==> config.mk <==
export PLATFORM = sky130hd
export DESIGN_NAME = psum_collector
export DESIGN_NICKNAME = d
export VERILOG_FILES = /design/src/rtl/psum_collector.sv
export SDC_FILE = /design/constraint.sdc
export NUM_CORES = 1
export LEC_CHECK = 0
export ABC_AREA = 0
export CAP_MARGIN = 20
export CORE_ASPECT_RATIO = 1.25
export CORE_MARGIN = 3
export CORE_UTILIZATION = 50
export DETAILED_ROUTE_END_ITERATION = 8
export PLACE_DENSITY = 0.74
export SLEW_MARGIN = 20
export SYNTH_ARGS = -nofsm -noshare
export SYNTH_HDL_FRONTEND = slang
export SYNTH_SLANG_ARGS = --single-unit
==> constraint.sdc <==
create_clock -name CLK -period 2.7 [get_ports CLK]
set_input_delay 0.54 -clock CLK [delete_from_list [all_inputs] [get_ports CLK]]
set_output_delay 0.54 -clock CLK [all_outputs]
set_load 0.02 [all_outputs]
==> src/rtl/psum_collector.sv <==
// psum_collector: de-skews the bottom-row partial sums of a systolic array and
// buffers each aligned row in a DEPTH-entry first-word fall-through FIFO.
// Latency: OUT_VALID rises the cycle after the push edge, COLS-1 EN-edges after column 0.
// Backpressure: STALL = FIFO full; a row pushed while full with no pop is dropped and OVERFLOW latches.
//
// Ports:
//   CLK, ASYNC_RST (async, active-low), SYNC_RST (sync, active-high)
//   EN        - array advance strobe; delay lines and tag pipeline shift only when high
//   PSUM_IN   - COLS x 2*WIDTH skewed psums, column j at [j*2*WIDTH +: 2*WIDTH]
//   IN_VALID  - marks column 0 of a result row at the current EN edge
//   OUT_DATA / OUT_VALID / OUT_READY - aligned row, FIFO head, valid/ready handshake
//   STALL     - FIFO full
//   OVERFLOW  - sticky, a row was discarded
//   DROP_CNT  - saturating discarded-row count, present only with PSUM_COLLECTOR_DROP_CNT_EN

module psum_collector #(
    parameter int WIDTH = 8,
    parameter int COLS  = 4,
    parameter int DEPTH = 4
) (
    input  logic                    CLK,
    input  logic                    ASYNC_RST,
    input  logic                    SYNC_RST,
    input  logic                    EN,
    input  logic [COLS*2*WIDTH-1:0] PSUM_IN,
    input  logic                    IN_VALID,
    output logic [COLS*2*WIDTH-1:0] OUT_DATA,
    output logic                    OUT_VALID,
    input  logic                    OUT_READY,
    output logic                    STALL,
`ifdef PSUM_COLLECTOR_DROP_CNT_EN
    output logic [7:0]              DROP_CNT,
`endif
    output logic                    OVERFLOW
);

    localparam int PW   = 2 * WIDTH;
    localparam int RW   = COLS * PW;
    localparam int PTRW = $clog2(DEPTH);
    localparam int CNTW = $clog2(DEPTH + 1);

    logic [RW-1:0] row;      // de-skewed row presented to the FIFO tail
    logic          tag_out;  // IN_VALID delayed by COLS-1 EN-edges

    // Column j arrives j EN-edges late, so it is delayed COLS-1-j stages to
    // line up with the last column, which is taken straight from PSUM_IN.
    for (genvar j = 0; j < COLS; j++) begin : g_col
        localparam int S = COLS - 1 - j;
        if (S == 0) begin : g_direct
            assign row[j*PW +: PW] = PSUM_IN[j*PW +: PW];
        end else begin : g_dly
            logic [PW-1:0] line_q [S];
            logic [PW-1:0] line_d [S];

            always_comb begin
                line_d = line_q;
                if (SYNC_RST) begin
                    for (int k = 0; k < S; k++) line_d[k] = '0;
                end else if (EN) begin
                    line_d[0] = PSUM_IN[j*PW +: PW];
                    for (int k = 1; k < S; k++) line_d[k] = line_q[k-1];
                end
            end

            always_ff @(posedge CLK or negedge ASYNC_RST) begin
                if (!ASYNC_RST) begin
                    for (int k = 0; k < S; k++) line_q[k] <= '0;
                end else begin
                    line_q <= line_d;
                end
            end

            assign row[j*PW +: PW] = line_q[S-1];
        end
    end

    if (COLS == 1) begin : g_tag_direct
        assign tag_out = IN_VALID;
    end else begin : g_tag
        logic [COLS-2:0] tag_q;
        logic [COLS-2:0] tag_d;

        always_comb begin
            tag_d = tag_q;
            if (SYNC_RST) begin
                tag_d = '0;
            end else if (EN) begin
                tag_d[0] = IN_VALID;
                for (int k = 1; k < COLS - 1; k++) tag_d[k] = tag_q[k-1];
            end
        end

        always_ff @(posedge CLK or negedge ASYNC_RST) begin
            if (!ASYNC_RST) tag_q <= '0;
            else            tag_q <= tag_d;
        end

        assign tag_out = tag_q[COLS-2];
    end

    // Output FIFO
    logic [RW-1:0]   mem_q [DEPTH];
    logic [RW-1:0]   mem_d [DEPTH];
    logic [PTRW-1:0] wr_ptr_q, wr_ptr_d;
    logic [PTRW-1:0] rd_ptr_q, rd_ptr_d;
    logic [CNTW-1:0] cnt_q, cnt_d;
    logic            ovf_q, ovf_d;
    logic            full, push, pop, wr_ok, drop;

    function automatic logic [PTRW-1:0] ptr_inc(input logic [PTRW-1:0] p);
        return (p == PTRW'(DEPTH - 1)) ? '0 : p + PTRW'(1);
    endfunction

    assign full  = (cnt_q == CNTW'(DEPTH));
    assign push  = EN & tag_out;
    assign pop   = OUT_VALID & OUT_READY;
    // When full, a same-edge pop frees the head slot, which is exactly the slot
    // the write pointer addresses, so the push still lands.
    assign wr_ok = push & (~full | pop);
    assign drop  = push & full & ~pop;

    always_comb begin
        mem_d    = mem_q;
        wr_ptr_d = wr_ptr_q;
        rd_ptr_d = rd_ptr_q;
        cnt_d    = cnt_q;
        ovf_d    = ovf_q;
        if (SYNC_RST) begin
            for (int i = 0; i < DEPTH; i++) mem_d[i] = '0;
            wr_ptr_d = '0;
            rd_ptr_d = '0;
            cnt_d    = '0;
            ovf_d    = 1'b0;
        end else begin
            if (wr_ok) begin
                mem_d[wr_ptr_q] = row;
                wr_ptr_d        = ptr_inc(wr_ptr_q);
            end
            if (pop) rd_ptr_d = ptr_inc(rd_ptr_q);
            if (wr_ok && !pop)      cnt_d = cnt_q + CNTW'(1);
            else if (!wr_ok && pop) cnt_d = cnt_q - CNTW'(1);
            if (drop) ovf_d = 1'b1;
        end
    end

    always_ff @(posedge CLK or negedge ASYNC_RST) begin
        if (!ASYNC_RST) begin
            for (int i = 0; i < DEPTH; i++) mem_q[i] <= '0;
            wr_ptr_q <= '0;
            rd_ptr_q <= '0;
            cnt_q    <= '0;
            ovf_q    <= 1'b0;
        end else begin
            mem_q    <= mem_d;
            wr_ptr_q <= wr_ptr_d;
            rd_ptr_q <= rd_ptr_d;
            cnt_q    <= cnt_d;
            ovf_q    <= ovf_d;
        end
    end

    assign OUT_DATA  = mem_q[rd_ptr_q];
    assign OUT_VALID = (cnt_q != '0);
    assign STALL     = full;
    assign OVERFLOW  = ovf_q;

`ifdef PSUM_COLLECTOR_DROP_CNT_EN
    logic [7:0] drop_cnt_q, drop_cnt_d;

    always_comb begin
        drop_cnt_d = drop_cnt_q;
        if (SYNC_RST)                         drop_cnt_d = '0;
        else if (drop && drop_cnt_q != 8'hFF) drop_cnt_d = drop_cnt_q + 8'd1;
    end

    always_ff @(posedge CLK or negedge ASYNC_RST) begin
        if (!ASYNC_RST) drop_cnt_q <= '0;
        else            drop_cnt_q <= drop_cnt_d;
    end

    assign DROP_CNT = drop_cnt_q;
`endif

endmodule

==> flow_summary.toml <==
[logic_synthesis]
syn_area_um2 = 16300
synth_cell_type_count = 29
synth-xor-area-share = 0.00108
synth_fa_ha_area_frac = 0.00508
synth_compound_area_frac = 0.0822
synth_top_area_frac = 0.559
yosys.area_share.simple = 0.152
yosys_warnings = 0
syn_avg_cell_area_um2 = 10.4
seq_area_frac_synth = 0.559
synth-seq-cells = 363
yosys-top-cells-area = "dfrtp_1, nand2_1, mux4_2, a21oi_1, mux2i_1"
synth_fp_nets = 1641
syn_inst = 1565
synthMuxAreaShare = 0.151
yosys-top-cells-count = "nand2_1, dfrtp_1, a21oi_1"
synth_edf_count = 0
synth_ff_type = "dfrtp_1"
async_reset_ff_frac = 1.00
yosysMostFrequentCell = "nand2_1"
synth_top_family_by_area = "simple AND/OR/NAND/NOR gates"
yosysTopAreaCell = "dfrtp_1"

[detailed_routing]
wl_per_cell_um = 19.5
num_vias = 12100
drtIter0Drc = 1122
dr.pass1.iters = 5
viasPerCell = 5.73
wirelength_um = 41300
drc = 0
ant_nets = 0

[final_layout]
nets = 1753
fin_area_um2 = 19300
diodes = 0
drive_gt1_frac = 0.142
final-instance-count-excl-fill = 2113
nFillCells = 2654
area_growth_pct = 18.5

[status]
status = "finished, final reports clean"

[timing]
worst_slew_pin_slew_ns = 0.686
setup_viol = 0
clock_skew_ns = 0.0181
relSlewSlack = 0.542
maxSlewViolCount = 0
fin_crit_sh = 0.983
finalHoldViolCount = 0
finalCriticalPeriod_ns = 2.66
fin_setup_tns_ns = 0
max_freq_mhz = 377

[pwr]
peakVddDrop_mv = 0.489
leakage_nw = 8.37
powerDensity_nw_per_um2 = 651

[setup_path]
cp.required_ns = 2.16
start_kind = "register"
r2r_setup_slack_ns = 0.62
crit_arrival_ns = 2.12
crit_type = "reg2out"
end_kind = "primary output"
critPathMaxFanout = 17

[global_route]
grtUsageTotal = 0.237
grt_pass1_wl_um = 66700
grt_pass1_vias = 12300
grt_max_degree = 103
antenna_found_initial = 0
grt_overflow = 0

[cts]
h-tree-depth = 2
cts-root-buf = "clkbuf_16"
cts.sinks = 363
cts_buffers = 37
cts_tree = "yes"
max-clock-path-buffers = 3
clk_pin_slew_worst_paths_ns = 0.06
clk_latency_ns = 0.54

[floorplanning]
fp-row-count = 73
design.core.area_um2 = 32000
die_area_um2 = 34700
die_y_um = 208
pin_count = 137
dieWidth_um = 167
start_util = 0.509

[place]
place_inst = 2038
post_dp_cell_area_um2 = 18100
dp_hpwl_um = 24600
place_congestion = 0.763
port_buffers = 136

[job]
drv_cap = 0

[min_path]
hp-class = "in2reg"
[layout make-up]
cell class                 count  area [um^2]  share of cell area
clock inverter                 7          100             0.00520
sequential                   363         9090               0.472
clock buffer                  56         1120              0.0581
tap                          412          515              0.0268
multi-input combinational   1076         6410               0.333
inverter                       6         22.5             0.00117
timing repair buffer         193         2000               0.104
[flip-flops by register name (all words and copies together) (netlist names)]
| signal | cells |
|---|---|
| wr_ptr_q | 2 |
| OVERFLOW | 1 |
| cnt_q | 3 |
| g_tag.tag_q | 3 |
| g_col.g_dly.line_q | 96 |
| mem_q | 256 |
| rd_ptr_q | 2 |
[cell families (layout without fill, tap and decap cells)]
group	Yosys count	in the layout
adders and majority gates	6	6
xor gates and xnor gates	2	2
buffers and inverters	126	262
DFF	363	363
muxes	166	166
AOI/OAI and AO/OA	264	264
and+or+nand+nor	638	638
[placed cells by master (no fill, tap or decap), types with 5 or more instances in the layout]
master | netlist | routed
nand2_1 | 513 | 513
dfrtp_1 | 363 | 361
a21oi_1 | 259 | 259
nor2_1 | 108 | 108
mux2i_1 | 101 | 101
clkdlybuf4s50_1 | 0 | 69
mux4_2 | 64 | 64
clkbuf_2 | 0 | 40
clkbuf_16 | 0 | 39
buf_12 | 0 | 31
buf_4 | 24 | 20
clkdlybuf4s15_1 | 0 | 10
clkbuf_1 | 47 | 9
clkbuf_8 | 0 | 8
inv_1 | 6 | 6
buf_2 | 13 | 6
clkdlybuf4s15_2 | 0 | 6
ha_1 | 5 | 5
[worst paths after layout]
path                                                start                        end  cells after the start
min in group asynchronous                       ASYNC_RST                 mem_q[246]                      2
worst min-delay path                             SYNC_RST  g_col[0].g_dly.line_q[33]                      2
worst min register to register  g_col[1].g_dly.line_q[20]   g_col[1].g_dly.line_q[4]                      2
worst max-delay path                          rd_ptr_q[0]               OUT_DATA[10]                      4
max in group asynchronous                       ASYNC_RST  g_col[1].g_dly.line_q[22]                      3
worst max register to register                   cnt_q[0]                   cnt_q[2]                      7
[per-layer routing]
metal  wire length, um  part of all wire  GRT usage
met2             20900              0.51      0.395
met5                 0                 0          0
met1             16900              0.41      0.320
met3              2260             0.055     0.0339
met4              1210             0.029     0.0895
[metrics by stage]
stage / hold slack (ns) / util / setup WS (ns) / total power, mW
6_report: 0.490 / 0.603 / 0.0448 / 12.5
5_1_grt: 0.511 / 0.603 / -0.0121 / 13.0
4_1_cts: 0.475 / 0.607 / -0.00904 / 12.6
3_5_place_dp: 0.497 / 0.567 / 0.114 / 7.29
3_3_place_gp: 0.490 / 0.567 / 0.145 / 7.25
2_1_floorplan: 0.244 / - / 0.258 / 6.65
[critical path, cell delays in order (launching register included)]
cell	delay [ns]
dfrtp_4	0.46
buf_12	0.13
buf_16	0.17
mux4_2	0.55
clkdlybuf4s15_2	0.27
[where the power goes]
group,leakage [nW],internal [mW],switching [mW],total (mW)
clock network,0.600,3.06,2.11,5.17
logic,2.74,0.830,0.891,1.72
registers,5.02,5.54,0.120,5.66
total,8.37,9.43,3.12,12.5
[what timing repair did]
action | CTS | global route
endpoints found under the hold margin | 40 | 0
resized for setup | 113 | 78
setup endpoints to repair | 65 | 60
hold buffers | 1 | 0
buffers inserted | 6 | 5
No activity file was read; power rests on OpenSTA's default activity.
